[config.mk]
export PLATFORM = sky130hd
export DESIGN_NAME = matcher_result_collector_flat
export DESIGN_NICKNAME = d
export VERILOG_FILES = /design/src/rtl/matcher_result_collector_pkg.sv /design/src/rtl/matcher_result_collector_if.sv /design/src/rtl/matcher_result_collector_fifo.sv /design/src/rtl/matcher_result_collector.sv /design/src/flat_wrapper.sv
export SDC_FILE = /design/constraint.sdc
export NUM_CORES = 1
export LEC_CHECK = 0
export ABC_CLOCK_PERIOD_IN_PS = 7200
export CAP_MARGIN = 20
export CORE_MARGIN = 3
export CORE_UTILIZATION = 27
export CTS_CLUSTER_SIZE = 8
export DETAILED_ROUTE_END_ITERATION = 8
export GPL_TIMING_DRIVEN = 0
export PLACE_DENSITY_LB_ADDON = 0.15
export SYNTH_ARGS = -nofsm -noshare
export SYNTH_HDL_FRONTEND = slang
export SYNTH_HIERARCHICAL = 1
export SYNTH_SLANG_ARGS = --single-unit
[constraint.sdc]
create_clock -name fclk -period 7.2 [get_ports fclk]
set_clock_uncertainty 0.15 [all_clocks]
set_input_delay 1.8 -clock fclk [delete_from_list [all_inputs] [get_ports fclk]]
set_output_delay 1.8 -clock fclk [all_outputs]
set_load 0.1 [all_outputs]
[src/rtl/matcher_result_collector_pkg.sv]
// -----------------------------------------------------------------------------
// matcher_result_collector_pkg
//   Shared definitions for the matcher result collector:
//   - state_e          : collector FSM state encoding
//   - offset_width()   : byte-offset width for a given stream width
//   - record_width()   : width of one {offset, data} output record
//   - lowest_set_bit() : combinational priority search (lowest index wins)
// -----------------------------------------------------------------------------
package matcher_result_collector_pkg;

  typedef enum logic [2:0] {
    ST_IDLE     = 3'd0,
    ST_LOAD     = 3'd1,
    ST_SCAN     = 3'd2,
    ST_ACK      = 3'd3,
    ST_ACK_WAIT = 3'd4,
    ST_FINISH   = 3'd5
  } state_e;

  // Widest bitmap the search function handles (stream widths up to 8192 bits).
  localparam int MAX_BITMAP_W = 1024;

  function automatic int offset_width(input int stream_width);
    return $clog2(stream_width / 8);
  endfunction

  function automatic int record_width(input int stream_width, input int data_width);
    return offset_width(stream_width) + data_width;
  endfunction

  // Scans from the top down so the last hit written is the lowest set index.
  // Returns 0 for an all-zero bitmap; callers qualify with a nonzero test.
  function automatic int unsigned lowest_set_bit(input logic [MAX_BITMAP_W-1:0] bitmap);
    int unsigned idx;
    idx = 0;
    for (int i = MAX_BITMAP_W - 1; i >= 0; i--) begin
      if (bitmap[i]) idx = unsigned'(i);
    end
    return idx;
  endfunction

endpackage

[src/rtl/matcher_result_collector_if.sv]
// -----------------------------------------------------------------------------
// matcher_result_collector_if
//   Bundles the filter-stage handshake and the match record stream.
//   modport master : the collector (consumes filter results, sources records)
//   modport slave  : the environment (filter stage + record consumer)
//   Signals:
//     filter_result        bitmap, one bit per byte offset
//     filter_result_data   filter-list entry that produced the bitmap
//     filter_result_valid  level, bitmap/data stable while high
//     filter_result_done   level, filter list exhausted
//     filter_result_reset  one-cycle pulse, result consumed
//     match_valid/ready    record handshake
//     match_offset/data    record payload
//     match_count          records pushed this session (saturating)
//     session_done         filter finished and records drained
// -----------------------------------------------------------------------------
interface matcher_result_collector_if
  import matcher_result_collector_pkg::*;
#(
  parameter int INPUT_STREAM_WIDTH = 512,
  parameter int DATA_WIDTH         = 24,
  parameter int COUNT_WIDTH        = 16
);
  localparam int BITMAP_W = INPUT_STREAM_WIDTH / 8;
  localparam int OFFSET_W = offset_width(INPUT_STREAM_WIDTH);

  logic [BITMAP_W-1:0]    filter_result;
  logic [DATA_WIDTH-1:0]  filter_result_data;
  logic                   filter_result_valid;
  logic                   filter_result_done;
  logic                   filter_result_reset;
  logic                   match_valid;
  logic                   match_ready;
  logic [OFFSET_W-1:0]    match_offset;
  logic [DATA_WIDTH-1:0]  match_data;
  logic [COUNT_WIDTH-1:0] match_count;
  logic                   session_done;

  modport master (
    input  filter_result, filter_result_data, filter_result_valid,
           filter_result_done, match_ready,
    output filter_result_reset, match_valid, match_offset, match_data,
           match_count, session_done
  );

  modport slave (
    output filter_result, filter_result_data, filter_result_valid,
           filter_result_done, match_ready,
    input  filter_result_reset, match_valid, match_offset, match_data,
           match_count, session_done
  );

endinterface

[src/rtl/matcher_result_collector_fifo.sv]
// -----------------------------------------------------------------------------
// sync_fifo
//   Single-clock FIFO with first-word-fall-through output.
//   Ports:
//     clk, rst_n         clock, synchronous active-low reset
//     i_push/i_push_data write request and data
//     o_full             no free entry (a push still lands if a pop coincides)
//     i_pop              read request; ignored while empty
//     o_pop_data         head entry, forced to zero while empty
//     o_empty            no stored entry
// -----------------------------------------------------------------------------
module sync_fifo #(
  parameter int WIDTH = 8,
  parameter int DEPTH = 8
) (
  input  logic             clk,
  input  logic             rst_n,
  input  logic             i_push,
  input  logic [WIDTH-1:0] i_push_data,
  output logic             o_full,
  input  logic             i_pop,
  output logic [WIDTH-1:0] o_pop_data,
  output logic             o_empty
);
  localparam int ADDR_W = $clog2(DEPTH);

  logic [WIDTH-1:0] r_mem [DEPTH];
  logic [ADDR_W:0]  r_wr_ptr;
  logic [ADDR_W:0]  r_rd_ptr;
  logic             w_push_en;
  logic             w_pop_en;

  // Pointers carry one wrap bit: equal -> empty, equal except wrap bit -> full.
  assign o_empty = (r_wr_ptr == r_rd_ptr);
  assign o_full  = (r_wr_ptr[ADDR_W] != r_rd_ptr[ADDR_W]) &&
                   (r_wr_ptr[ADDR_W-1:0] == r_rd_ptr[ADDR_W-1:0]);

  assign w_pop_en  = i_pop && !o_empty;
  // When full, the slot being written is the one being read out this cycle.
  assign w_push_en = i_push && (!o_full || w_pop_en);

  // NOTE: storage has no reset; the empty flag masks stale contents, which
  // lets the array map onto plain RAM/register-file cells.
  always_ff @(posedge clk) begin
    if (w_push_en) r_mem[r_wr_ptr[ADDR_W-1:0]] <= i_push_data;
  end

  // NOTE: sequential state uses non-blocking assignments so every flop
  // samples pre-edge values regardless of process evaluation order.
  always_ff @(posedge clk) begin
    if (!rst_n) begin
      r_wr_ptr <= '0;
      r_rd_ptr <= '0;
    end else begin
      if (w_push_en) r_wr_ptr <= r_wr_ptr + (ADDR_W+1)'(1);
      if (w_pop_en)  r_rd_ptr <= r_rd_ptr + (ADDR_W+1)'(1);
    end
  end

  assign o_pop_data = o_empty ? '0 : r_mem[r_rd_ptr[ADDR_W-1:0]];

endmodule

[src/rtl/matcher_result_collector.sv]
// -----------------------------------------------------------------------------
// matcher_result_collector
//   Takes per-byte match bitmaps from the filter stage, serialises every set
//   bit into an {offset, data} record (lowest offset first), queues records in
//   a sync_fifo and hands the filter a one-cycle "consumed" pulse per bitmap.
//   Ports:
//     fclk      clock, all logic on its rising edge
//     areset_n  synchronous active-low reset
//     bus       matcher_result_collector_if.master (filter side + record side)
// -----------------------------------------------------------------------------
module matcher_result_collector
  import matcher_result_collector_pkg::*;
#(
  parameter int INPUT_STREAM_WIDTH = 512,
  parameter int DATA_WIDTH         = 24,
  parameter int FIFO_DEPTH         = 8,
  parameter int COUNT_WIDTH        = 16
) (
  input logic                        fclk,
  input logic                        areset_n,
  matcher_result_collector_if.master bus
);
  localparam int BITMAP_W = INPUT_STREAM_WIDTH / 8;
  localparam int OFFSET_W = offset_width(INPUT_STREAM_WIDTH);
  localparam int REC_W    = record_width(INPUT_STREAM_WIDTH, DATA_WIDTH);

  state_e                 r_state;
  state_e                 w_state_next;
  logic [BITMAP_W-1:0]    r_bitmap;
  logic [DATA_WIDTH-1:0]  r_data;
  logic [COUNT_WIDTH-1:0] r_match_count;

  logic                   w_bitmap_zero;
  logic                   w_fifo_full;
  logic                   w_fifo_empty;
  logic                   w_pop;
  logic                   w_can_push;
  logic                   w_load;
  logic                   w_push;
  logic                   w_count_clear;
  logic                   w_filter_reset;
  logic [OFFSET_W-1:0]    w_offset;
  logic [REC_W-1:0]       w_push_rec;
  logic [REC_W-1:0]       w_pop_rec;

  assign w_bitmap_zero = (r_bitmap == '0);
  assign w_offset      = OFFSET_W'(lowest_set_bit(MAX_BITMAP_W'(r_bitmap)));
  assign w_push_rec    = {w_offset, r_data};
  assign w_pop         = bus.match_valid && bus.match_ready;
  // A full FIFO still accepts a record when its head leaves in the same cycle.
  assign w_can_push    = !w_fifo_full || w_pop;

  // ---------------------------------------------------------------------------
  // FSM
  // ---------------------------------------------------------------------------
  always_ff @(posedge fclk) begin
    if (!areset_n) r_state <= ST_IDLE;
    else           r_state <= w_state_next;
  end

  // NOTE: every output of this block gets a default first so no path leaves
  // a signal unassigned, which would otherwise infer a latch.
  always_comb begin
    w_state_next   = r_state;
    w_load         = 1'b0;
    w_push         = 1'b0;
    w_count_clear  = 1'b0;
    w_filter_reset = 1'b0;
    unique case (r_state)
      ST_IDLE: begin
        if (bus.filter_result_valid)     w_state_next = ST_LOAD;
        else if (bus.filter_result_done) w_state_next = ST_FINISH;
      end
      ST_LOAD: begin
        w_load       = 1'b1;
        w_state_next = ST_SCAN;
      end
      ST_SCAN: begin
        if (w_bitmap_zero)   w_state_next = ST_ACK;
        else if (w_can_push) w_push       = 1'b1;
      end
      ST_ACK: begin
        w_filter_reset = 1'b1;
        w_state_next   = ST_ACK_WAIT;
      end
      ST_ACK_WAIT: begin
        // The filter must withdraw the consumed result before a new one is taken.
        if (!bus.filter_result_valid) w_state_next = ST_IDLE;
      end
      ST_FINISH: begin
        if (!bus.filter_result_done) begin
          w_count_clear = 1'b1;
          w_state_next  = ST_IDLE;
        end
      end
      default: w_state_next = ST_IDLE;
    endcase
  end

  // ---------------------------------------------------------------------------
  // Working bitmap / data register
  // ---------------------------------------------------------------------------
  always_ff @(posedge fclk) begin
    if (!areset_n) begin
      r_bitmap <= '0;
      r_data   <= '0;
    end else if (w_load) begin
      r_bitmap <= bus.filter_result;
      r_data   <= bus.filter_result_data;
    end else if (w_push) begin
      r_bitmap[w_offset] <= 1'b0;
    end
  end

  // ---------------------------------------------------------------------------
  // Saturating match counter, cleared when a session is closed
  // ---------------------------------------------------------------------------
  always_ff @(posedge fclk) begin
    if (!areset_n) begin
      r_match_count <= '0;
    end else if (w_count_clear) begin
      r_match_count <= '0;
    end else if (w_push && (r_match_count != '1)) begin
      r_match_count <= r_match_count + COUNT_WIDTH'(1);
    end
  end

  // ---------------------------------------------------------------------------
  // Record buffer
  // ---------------------------------------------------------------------------
  sync_fifo #(
    .WIDTH (REC_W),
    .DEPTH (FIFO_DEPTH)
  ) u_fifo (
    .clk         (fclk),
    .rst_n       (areset_n),
    .i_push      (w_push),
    .i_push_data (w_push_rec),
    .o_full      (w_fifo_full),
    .i_pop       (w_pop),
    .o_pop_data  (w_pop_rec),
    .o_empty     (w_fifo_empty)
  );

  assign bus.match_valid         = !w_fifo_empty;
  assign bus.match_offset        = w_pop_rec[REC_W-1 -: OFFSET_W];
  assign bus.match_data          = w_pop_rec[DATA_WIDTH-1:0];
  assign bus.match_count         = r_match_count;
  assign bus.filter_result_reset = w_filter_reset;
  assign bus.session_done        = (r_state == ST_FINISH) && w_fifo_empty;

endmodule

[src/flat_wrapper.sv]
// flat-port wrapper written by rule: the top's interface ports become plain ports
module matcher_result_collector_flat import matcher_result_collector_pkg::*;
#(
  parameter int INPUT_STREAM_WIDTH = 512,
  parameter int DATA_WIDTH         = 24,
  parameter int FIFO_DEPTH         = 8,
  parameter int COUNT_WIDTH        = 16
)
  (fclk, areset_n, bus_filter_result, bus_filter_result_data, bus_filter_result_valid, bus_filter_result_done, bus_match_ready, bus_filter_result_reset, bus_match_valid, bus_match_offset, bus_match_data, bus_match_count, bus_session_done);
  matcher_result_collector_if #(.INPUT_STREAM_WIDTH(INPUT_STREAM_WIDTH), .DATA_WIDTH(DATA_WIDTH), .COUNT_WIDTH(COUNT_WIDTH)) bus_i ();
  input logic fclk;
  input logic areset_n;
  input wire logic [$bits(bus_i.filter_result)-1:0] bus_filter_result;
  input wire logic [$bits(bus_i.filter_result_data)-1:0] bus_filter_result_data;
  input wire logic [$bits(bus_i.filter_result_valid)-1:0] bus_filter_result_valid;
  input wire logic [$bits(bus_i.filter_result_done)-1:0] bus_filter_result_done;
  input wire logic [$bits(bus_i.match_ready)-1:0] bus_match_ready;
  output wire logic [$bits(bus_i.filter_result_reset)-1:0] bus_filter_result_reset;
  output wire logic [$bits(bus_i.match_valid)-1:0] bus_match_valid;
  output wire logic [$bits(bus_i.match_offset)-1:0] bus_match_offset;
  output wire logic [$bits(bus_i.match_data)-1:0] bus_match_data;
  output wire logic [$bits(bus_i.match_count)-1:0] bus_match_count;
  output wire logic [$bits(bus_i.session_done)-1:0] bus_session_done;
  assign bus_i.filter_result = bus_filter_result;
  assign bus_i.filter_result_data = bus_filter_result_data;
  assign bus_i.filter_result_valid = bus_filter_result_valid;
  assign bus_i.filter_result_done = bus_filter_result_done;
  assign bus_i.match_ready = bus_match_ready;
  assign bus_filter_result_reset = bus_i.filter_result_reset;
  assign bus_match_valid = bus_i.match_valid;
  assign bus_match_offset = bus_i.match_offset;
  assign bus_match_data = bus_i.match_data;
  assign bus_match_count = bus_i.match_count;
  assign bus_session_done = bus_i.session_done;
  matcher_result_collector #(.INPUT_STREAM_WIDTH(INPUT_STREAM_WIDTH), .DATA_WIDTH(DATA_WIDTH), .FIFO_DEPTH(FIFO_DEPTH), .COUNT_WIDTH(COUNT_WIDTH)) u_core (.fclk(fclk), .areset_n(areset_n), .bus(bus_i));
endmodule
==> flow_metrics.py, run 1 <==
metrics = {
    "worst_setup_path": {
        "crit_family": "buffers and inverters",
        "worst_setup_path_start_kind": "register",
        "crit_fanout": 10,
        "critPathMaxStageDelay_ps": 1210,
        "path_buf_inv": 3,
        "crit_type": "register to primary output",
        "crit_required_ps": 5250,
        "path_cells": "clkbuf_1, clkbuf_1, mux4_2, mux2i_1, nor2_1, clkdlybuf4s50_1",
        "r2r-start": "u_core/u_fifo/r_wr_ptr[0]$_SDFFE_PN0P_",
        "worstRegToRegCells": 12,
        "cp_slowest_cell": "clkdlybuf4s50_1",
        "rrSetupSlack_ps": 3060,
        "path_common_cell": "clkbuf_1",
        "cp-end-kind": "primary output",
        "rr_endpoint": "u_core/u_fifo/r_mem[2][9]$_DFFE_PP_",
        "crit_cells": 6,
        "cp_data_arrival_time_ps": 3740,
        "endpoint": "bus_match_offset[1]",
    },
    "placement": {
        "placed_area_mm2": 0.0182,
        "dp_hpwl_mm": 33.2,
        "io_buffers": 140,
        "post-place-ws_ps": 1950,
        "dpl.cell_count": 2136,
        "place_congestion": 0.865,
    },
    "die": {
        "die_h_um": 246,
        "pin_count": 142,
        "start_util_pct": 27.4,
        "die-area_mm2": 0.0604,
        "die_x_um": 246,
        "rows": 87,
        "core_mm2": 0.0566,
    },
    "clocking": {
        "cts_buffer_depth": 3,
        "cts_hold_buf": 0,
        "cts_tree": "built",
        "cts_resized": 0,
        "cts-buffers-inserted": 51,
        "clkLatencyLatePin_ps": 590,
        "cts.clk_slew.worst_paths_ps": 50,
        "cts.sinks": 358,
        "cts_root_buf": "clkbuf_16",
        "htreeDepth": 2,
        "post_cts_buffers": 0,
    },
    "timing": {
        "fmax_mhz": 176,
        "setup_viol": 0,
        "finalCriticalPeriod_ps": 5690,
        "hold_violations": 0,
        "final_max_slew_viol_count": 0,
        "worst_pin_slew_ps": 1060,
        "relSlewSlack_pct": 28.8,
        "setup_slack_ps": 1510,
        "fin_crit_sh_pct": 79.1,
        "rsz0062_at_grt": "false",
    },
    "pwr": {
        "vdd_drop_max_mv": 0.171,
        "totalPowerFinal_w": 0.00623,
        "p_per_area_mw_per_mm2": 316,
        "p_leak_nw": 6.56,
    },
    "routing": {
        "dr.first_iter.drc_count": 692,
        "via_count": 10700,
        "routedWlPerCell_um": 21.3,
        "drt_wl_total_mm": 47.5,
        "first_pass_iters": 5,
        "ant_nets": 0,
        "drc": 0,
        "viasPerCell": 4.78,
    },
    "synthesis": {
        "syn_avg_cell_area_um2": 12.8,
        "synth_warnings": 6,
        "synth_most_common_cell": "edfxtp_1",
        "synth_cell_type_count": 74,
        "synth_ff_type": "edfxtp_1",
        "synth_adder_area_share_pct": 0.242,
        "synth_edf_count": 240,
        "ys_ff_latch": 358,
        "synth_top_area_share_pct": 46.5,
        "synth_mux_area_share_pct": 10.9,
        "synth_async_sr_flop_share_pct": 0,
        "synth.area.top_cells": "edfxtp_1, dfxtp_1, mux4_2",
        "synth_top_family_by_area": "simple AND/OR/NAND/NOR gates",
        "yosysTopAreaCell": "edfxtp_1",
        "synthTopCellsByCount": "edfxtp_1, nand2_1, dfxtp_1",
        "syn_area_mm2": 0.0155,
        "synthSimpleGateAreaFrac_pct": 13.2,
        "synth_nets": 1311,
        "synth-compound-area-share_pct": 10.1,
        "syn-instance-count": 1215,
        "synth-xor-area-share_pct": 1.44,
        "yosysSeqAreaShare_pct": 61.7,
    },
    "final_layout": {
        "instances_no_fill": 2229,
        "postLayoutCoreUtil_pct": 34.8,
        "area_growth_pct": 27.2,
        "design_area_mm2": 0.0197,
        "fin_nets": 1530,
        "drive_above_1_share_pct": 13.8,
    },
    "run_status": {
        "status": "completed",
    },
    "grt": {
        "grt_max_degree": 19,
        "grt_pass1_wl_mm": 70.2,
        "grtUsageTotal_pct": 15.6,
        "antenna_found_initial": 1,
        "grt_remaining_overflow": 0,
        "grt_pass1_vias": 11000,
    },
    "hold_path": {
        "hp-class": "register to register",
    },
    "flow_run": {
        "maxCapViolCount": 0,
    },
}
[power by group]
group	leakage (nW)	total, W	switching, W	internal [W]
Clock	0.706	0.00224	0.000892	0.00134
Sequential	3.18	0.00249	0.000116	0.00237
Combinational	2.68	0.00151	0.00106	0.000451
[cell usage in the layout, fill, tap and decap left out, types with 9 or more instances in the layout]
cell,instances
nor2_1,102
a31oi_1,10
dfxtp_1,118
nor4_1,11
nand3_1,13
buf_2,14
o211ai_1,45
clkbuf_16,52
inv_1,29
nor3_1,17
xnor2_1,10
clkdlybuf4s50_1,140
o21ai_0,27
edfxtp_1,240
buf_6,14
a21boi_0,26
buf_1,9
a21oi_1,78
or4_1,13
nand2_1,151
mux2i_1,34
clkbuf_1,73
mux4_2,60
nand2b_1,44
[registers in the layout, summed over array words and instances (netlist names), named ones only]
signal	flops
u_core/u_fifo/r_wr_ptr	4
u_core/r_bitmap	64
u_core/bus.match_count	16
u_core/u_fifo/r_rd_ptr	4
u_core/r_data	24
u_core/r_state	3
u_core/u_fifo/r_mem	240
[final cells by class]
| type | count | area, µm² |
|---|---|---|
| Fill cell | 5609 | 36900 |
| Sequential cell | 358 | 9570 |
| Multi-Input combinational cell | 765 | 5620 |
| Timing Repair Buffer | 166 | 1720 |
| Clock buffer | 88 | 1440 |
| Tap cell | 756 | 946 |
| Buffer | 62 | 262 |
| Inverter | 30 | 113 |
| Clock inverter | 3 | 55.1 |
| Antenna cell | 1 | 2.50 |
[worst register-to-register path, cell delays in order (launching register included)]
cell	delay, ps
dfxtp_1	330
buf_2	240
xor2_2	240
nor4_2	110
buf_2	240
nand2b_1	240
a211o_1	410
a41oi_4	380
o21ai_2	230
nor3_2	750
buf_6	250
buf_8	150
buf_6	150
[how the worst min path moves through the flow]
stage	start	to	cells past startpoint
after floorplan	u_core/r_bitmap[0]$_SDFFE_PN0P_	u_core/r_bitmap[0]$_SDFFE_PN0P_	1
final	u_core/u_fifo/r_wr_ptr[3]$_SDFFE_PN0P_	u_core/u_fifo/r_wr_ptr[3]$_SDFFE_PN0P_	2
after CTS	u_core/u_fifo/r_wr_ptr[3]$_SDFFE_PN0P_	u_core/u_fifo/r_wr_ptr[3]$_SDFFE_PN0P_	2
after global placement	u_core/u_fifo/r_wr_ptr[3]$_SDFFE_PN0P_	u_core/u_fifo/r_wr_ptr[3]$_SDFFE_PN0P_	2
after detailed placement	u_core/u_fifo/r_wr_ptr[3]$_SDFFE_PN0P_	u_core/u_fifo/r_wr_ptr[3]$_SDFFE_PN0P_	2
after global routing	u_core/u_fifo/r_wr_ptr[3]$_SDFFE_PN0P_	u_core/u_fifo/r_wr_ptr[3]$_SDFFE_PN0P_	2
[metal layers]
metal | up-vias | GRT usage, % | part of all wire [%]
met3 | 79 | 2.73 | 4.7
met5 | - | 0 | 0
met4 | 0 | 5.12 | 2.6
met2 | 280 | 27.6 | 51
met1 | 5280 | 19.3 | 42
li1 | 5024 | - | -
[kinds of logic after synthesis]
family                   after synthesis
flip-flops                           358
AO/OA/AOI/OAI                        234
buffers and inverters                 92
AND/OR/NAND/NOR                      412
adder cells (fa/ha/maj)                3
multiplexers                          94
XOR/XNOR                              22
[per-stage QoR]
step / hold slack (ps) / setup TNS [ps]
floorplan: 311 / 0
global placement: 343 / -284250
detailed placement: 360 / 0
CTS: 363 / 0
global route: 392 / 0
finish: 358 / 0
Power figures use the tool's default switching activity.
==> run 2, diff against run 1 <==
Settings changed: ABC_CLOCK_PERIOD_IN_PS 7200 to 5200.
Clock period 7.2 ns to 5.2 ns, I/O delays scaled along.
==> run 2 against run 1 <==
Effect of this change: hold slack better by 13 ps; worst setup slack worse by 1300 ps; critical path depth stayed put; sequential power is 38% higher; flip-flop and latch count is the same; cell area grew 0.14%; core utilization about the same; clock power rose by 38%; wire length is 0.97% higher; non-clock buffer count decreased by 2.
==> flow_metrics.py, run 2 (same netlist as run 1, synthesis figures left out) <==
metrics = {
    "routing": {
        "dr.first_iter.drc_count": 774,
        "first_pass_iters": 5,
        "drc": 0,
        "ant_nets": 0,
        "viasPerCell": 4.84,
        "routedWlPerCell_um": 21.6,
        "drt_wl_total_mm": 48.0,
        "via_count": 10800,
    },
    "worst_setup_path": {
        "critPathMaxStageDelay_ps": 1170,
        "path_buf_inv": 3,
        "rrSetupSlack_ps": 1010,
        "worstRegToRegCells": 11,
        "crit_type": "register to primary output",
        "cp-end-kind": "primary output",
        "crit_family": "buffers and inverters",
        "cp_slowest_cell": "clkdlybuf4s50_1",
        "rr_endpoint": "u_core/u_fifo/r_mem[4][16]$_DFFE_PP_",
        "crit_required_ps": 3750,
        "path_common_cell": "clkbuf_1",
        "path_cells": "clkbuf_1, clkbuf_1, mux4_2, mux2i_1, nor2_1, clkdlybuf4s50_1",
        "crit_fanout": 10,
        "worst_setup_path_start_kind": "register",
        "cp_data_arrival_time_ps": 3560,
        "r2r-start": "u_core/u_fifo/r_wr_ptr[1]$_SDFFE_PN0P_",
    },
    "final_layout": {
        "fill_cells": 5661,
        "drive_above_1_share_pct": 13.7,
        "largest_reg_flops": 240,
        "diodes": 0,
        "regArea_mm2": 0.00957,
        "final_common_cell": "edfxtp_1",
        "final_cell_mix": "edfxtp_1, nand2_1, clkdlybuf4s50_1",
        "design_area_mm2": 0.0198,
        "multi_input_area_mm2": 0.00563,
        "fin_nets": 1528,
        "area_growth_pct": 27.3,
    },
    "placement": {
        "dp_hpwl_mm": 33.2,
        "placed_area_mm2": 0.0182,
        "io_buffers": 140,
        "post-place-ws_ps": 525,
        "place_congestion": 0.876,
    },
    "hold_path": {
        "worstHoldStart": "u_core/u_fifo/r_wr_ptr[3]$_SDFFE_PN0P_",
        "min_to": "u_core/u_fifo/r_wr_ptr[3]$_SDFFE_PN0P_",
        "hp-class": "register to register",
        "min_delay_path_depth": 2,
    },
    "pwr": {
        "p_per_area_mw_per_mm2": 438,
        "p_leak_nw": 6.66,
        "totalPowerFinal_w": 0.00865,
        "combPwrFrac_pct": 24.3,
        "p_int_w": 0.00577,
        "p_clk_share_pct": 35.9,
        "vdd_drop_max_mv": 0.230,
        "p_sw_w": 0.00288,
        "switching_share_pct": 33.3,
        "power_frac_seq_pct": 39.8,
    },
    "flow_run": {
        "maxCapViolCount": 0,
    },
    "grt": {
        "grt_pass1_wl_mm": 71.7,
        "antenna_found_initial": 0,
        "grt_remaining_overflow": 0,
        "grt_max_degree": 19,
        "grt_pass1_vias": 11000,
        "grtUsageTotal_pct": 15.9,
    },
    "timing": {
        "relSlewSlack_pct": 31.0,
        "setup_viol": 0,
        "worst_pin_slew_ps": 1030,
        "fmax_mhz": 200,
        "hold_violations": 0,
        "fin_setup_tns_ps": 0,
        "fin_hold_ws_ps": 371,
        "final_max_slew_viol_count": 0,
        "fin_crit_sh_pct": 96.3,
        "setup_slack_ps": 194,
        "rsz0062_at_grt": "false",
        "finalCriticalPeriod_ps": 5010,
    },
    "clocking": {
        "cts_buffer_depth": 3,
        "cts.clk_slew.worst_paths_ps": 50,
        "cts.sinks": 358,
        "cts_root_buf": "clkbuf_16",
        "htreeDepth": 2,
        "cts_hold_buf": 0,
        "clkLatencyLatePin_ps": 590,
        "cts-buffers-inserted": 51,
        "cts_tree": "built",
    },
    "die": {
        "start_util_pct": 27.4,
        "rows": 87,
        "die_h_um": 246,
        "pin_count": 142,
        "die-area_mm2": 0.0604,
        "die_x_um": 246,
        "core_mm2": 0.0566,
    },
    "run_status": {
        "status": "completed",
    },
}
run 2: cell types whose count changed in the layout (fill, tap and decap cells not counted), sizes merged:
cell and change:
clkdlybuf4s50 -8, diode -1, clkbuf +1, buf -2
dlymetal6s2s +5, dlygate4sd2 +3
run 2: power by group through the flow:
stage / Combinational (W) / Clock, W / Sequential, W
after floorplan: 0.00129 / 0 / 0.00345
after global placement: 0.00207 / 0 / 0.00350
after detailed placement: 0.00208 / 0 / 0.00350
after CTS: 0.00209 / 0.00319 / 0.00344
after global routing: 0.00223 / 0.00332 / 0.00347
final: 0.00210 / 0.00310 / 0.00344
run 2: metrics by stage:
stage               instances  util (%)
global placement         2111      31.6
CTS                      2226      34.9
global route             2227      34.9
detailed placement       2134      32.2
floorplan                1215         -
finish                   2227      34.9
run 2: worst max-delay path by stage:
stage | start | to | slack [ps] | depth (start not counted)
final | register | bus_match_offset[5] | 190 | 6
after CTS | register | bus_match_offset[0] | 30 | 6
after detailed placement | bus_match_ready | u_core/u_fifo/r_mem[2][10]$_DFFE_PP_ | 530 | 8
after floorplan | bus_match_ready | u_core/u_fifo/r_mem[2][0]$_DFFE_PP_ | 280 | 5
after global placement | bus_match_ready | u_core/u_fifo/r_mem[1][14]$_DFFE_PP_ | -3210 | 6
after global routing | register | bus_match_data[2] | 2 | 6
run 2: tightest hold or removal path, stage by stage (launching register included):
cell,delay (ps)
dfxtp_1,350
nand2_1,70
mux2i_1,50
run 2: area by class of cell:
type	instances	area share [%]
Clock inverter	3	0.279
Buffer	62	1.32
Clock buffer	89	7.29
Multi-Input combinational cell	765	28.5
Sequential cell	358	48.4
Timing Repair Buffer	164	8.80
Tap cell	756	4.79
Inverter	30	0.570
run 2: layer usage:
metal	GRT usage, %	up-vias	wire length, µm
met5	0	-	0
met4	4.24	0	1060
met3	3.31	72	2490
met2	26.7	280	23300
met1	20.9	5425	21200
li1	-	5009	-
run 2: what timing repair did:
action / in CTS / in global routing
buffers inserted: 0 / 0
setup endpoints to repair: 3 / 5
endpoints found under the hold margin: 0 / 0
resized for setup: 3 / 5
==> run 3, diff against run 2 <==
Settings changed: CTS_CLUSTER_SIZE 8 to 24.
==> run 3 against run 2 <==
Effect of this change: power is 2.8% lower; highest routed layer unchanged; largest cell class unchanged; via count down 0.89%; sequential power hardly changed; die area unchanged; worst setup slack lost 29 ps; critical path type unchanged; critical path depth unchanged; sequential share of layout area is 0.35 points higher; non-clock buffer count stayed put; hold slack lost 1.6 ps; core utilization fell by 0.25 points.
==> flow_metrics.py, run 3 (same netlist as run 1, synthesis figures left out) <==
metrics = {
    "run_status": {
        "status": "completed",
    },
    "routing": {
        "first_pass_iters": 8,
        "drt_wl_total_mm": 47.3,
        "dr.first_iter.drc_count": 826,
        "viasPerCell": 4.83,
        "via_count": 10700,
        "drc": 0,
        "routedWlPerCell_um": 21.4,
        "ant_nets": 0,
    },
    "placement": {
        "dp_hpwl_mm": 33.2,
        "post-place-ws_ps": 525,
        "placed_area_mm2": 0.0182,
        "place_congestion": 0.876,
        "io_buffers": 140,
    },
    "grt": {
        "grt_remaining_overflow": 0,
        "grt_max_degree": 19,
        "grtUsageTotal_pct": 15.8,
        "antenna_found_initial": 0,
        "grt_pass1_vias": 10900,
        "grt_pass1_wl_mm": 71.2,
    },
    "timing": {
        "fin_crit_sh_pct": 96.8,
        "final_max_slew_viol_count": 0,
        "relSlewSlack_pct": 30.5,
        "rsz0062_at_grt": "false",
        "fin_setup_tns_ps": 0,
        "setup_slack_ps": 165,
        "fmax_mhz": 199,
        "finalCriticalPeriod_ps": 5040,
        "hold_violations": 0,
        "worst_pin_slew_ps": 1040,
        "setup_viol": 0,
    },
    "worst_setup_path": {
        "path_common_cell": "clkbuf_1",
        "path_cells": "clkbuf_1, clkbuf_1, mux4_2, mux2i_1, nor2_1, clkdlybuf4s50_1",
        "cp-end-kind": "primary output",
        "cp_data_arrival_time_ps": 3590,
        "crit_required_ps": 3750,
        "crit_family": "buffers and inverters",
        "r2r-start": "u_core/u_fifo/r_wr_ptr[1]$_SDFFE_PN0P_",
        "crit_fanout": 10,
        "path_buf_inv": 3,
        "cp_slowest_cell": "clkdlybuf4s50_1",
        "rrSetupSlack_ps": 1010,
        "worstRegToRegCells": 11,
        "rr_endpoint": "u_core/u_fifo/r_mem[4][16]$_DFFE_PP_",
        "critPathMaxStageDelay_ps": 1170,
        "worst_setup_path_start_kind": "register",
        "crit_type": "register to primary output",
    },
    "final_layout": {
        "design_area_mm2": 0.0196,
        "fill_cells": 5666,
        "diodes": 0,
        "fin_nets": 1518,
        "largest_reg_flops": 240,
        "postLayoutCoreUtil_pct": 34.6,
        "final_cell_mix": "edfxtp_1, nand2_1, clkdlybuf4s50_1",
        "drive_above_1_share_pct": 14.2,
        "area_growth_pct": 26.4,
        "final_common_cell": "edfxtp_1",
    },
    "die": {
        "core_mm2": 0.0566,
        "pin_count": 142,
        "die_x_um": 246,
        "die_h_um": 246,
        "start_util_pct": 27.4,
        "die-area_mm2": 0.0604,
        "rows": 87,
    },
    "pwr": {
        "combPwrFrac_pct": 24.8,
        "vdd_drop_max_mv": 0.199,
        "power_frac_seq_pct": 40.9,
        "p_clk_share_pct": 34.3,
        "p_leak_nw": 6.62,
        "switching_share_pct": 33.5,
        "p_sw_w": 0.00281,
        "p_per_area_mw_per_mm2": 429,
        "totalPowerFinal_w": 0.00841,
        "p_int_w": 0.00559,
    },
    "clocking": {
        "cts-buffers-inserted": 41,
        "clkLatencyLatePin_ps": 570,
        "cts_hold_buf": 0,
        "cts.clk_slew.worst_paths_ps": 60,
        "post_cts_buffers": 0,
        "cts_buffer_depth": 3,
        "cts_tree": "built",
        "cts_resized": 0,
        "htreeDepth": 2,
        "cts.sinks": 358,
        "cts_root_buf": "clkbuf_16",
    },
    "hold_path": {
        "hp-class": "register to register",
        "min_to": "u_core/u_fifo/r_wr_ptr[3]$_SDFFE_PN0P_",
        "min_delay_path_depth": 2,
        "worstHoldStart": "u_core/u_fifo/r_wr_ptr[3]$_SDFFE_PN0P_",
    },
    "flow_run": {
        "maxCapViolCount": 0,
    },
}
run 3: tightest hold or removal path: stages (launching register included):
cell,delay [ps]
dfxtp_1,350
nand2_1,70
mux2i_1,50
run 3: cell type report:
type / count / area (µm²) / area share, %
Buffer: 62 / 262 / 1.33
Clock buffer: 58 / 1180 / 6.02
Clock inverter: 18 / 168 / 0.855
Inverter: 30 / 113 / 0.574
Multi-Input combinational cell: 765 / 5630 / 28.7
Sequential cell: 358 / 9570 / 48.8
Tap cell: 756 / 946 / 4.82
Timing Repair Buffer: 164 / 1740 / 8.89
run 3: per-stage QoR:
step	hold slack, ps	std cells
2_1_floorplan	311	1215
3_3_place_gp	342	2111
3_5_place_dp	363	2134
4_1_cts	369	2210
5_1_grt	398	2211
6_report	369	2211
run 3: worst max-delay path by stage:
stage                                                 endpoint  slack [ps]  cells after the start
final                                      bus_match_offset[5]         160                      6
after CTS                                  bus_match_offset[1]           3                      6
after floorplan            u_core/u_fifo/r_mem[2][0]$_DFFE_PP_         280                      5
after global routing                       bus_match_offset[3]           7                      6
after detailed placement  u_core/u_fifo/r_mem[2][10]$_DFFE_PP_         530                      8
after global placement    u_core/u_fifo/r_mem[1][14]$_DFFE_PP_       -3210                      6
run 3: layer usage:
| metal | GRT usage [%] | part of all wire [%] |
|---|---|---|
| met3 | 2.91 | 4.4 |
| met4 | 3.75 | 1.9 |
| met1 | 20.9 | 45 |
| met5 | 0 | 0 |
| met2 | 26.6 | 49 |
run 3: power by group through the flow:
stage	Sequential, W	Combinational (W)	Clock [W]
after floorplan	0.00345	0.00129	0
after global placement	0.00350	0.00207	0
after detailed placement	0.00350	0.00208	0
after CTS	0.00344	0.00209	0.00297
after global routing	0.00346	0.00223	0.00309
final	0.00344	0.00209	0.00288
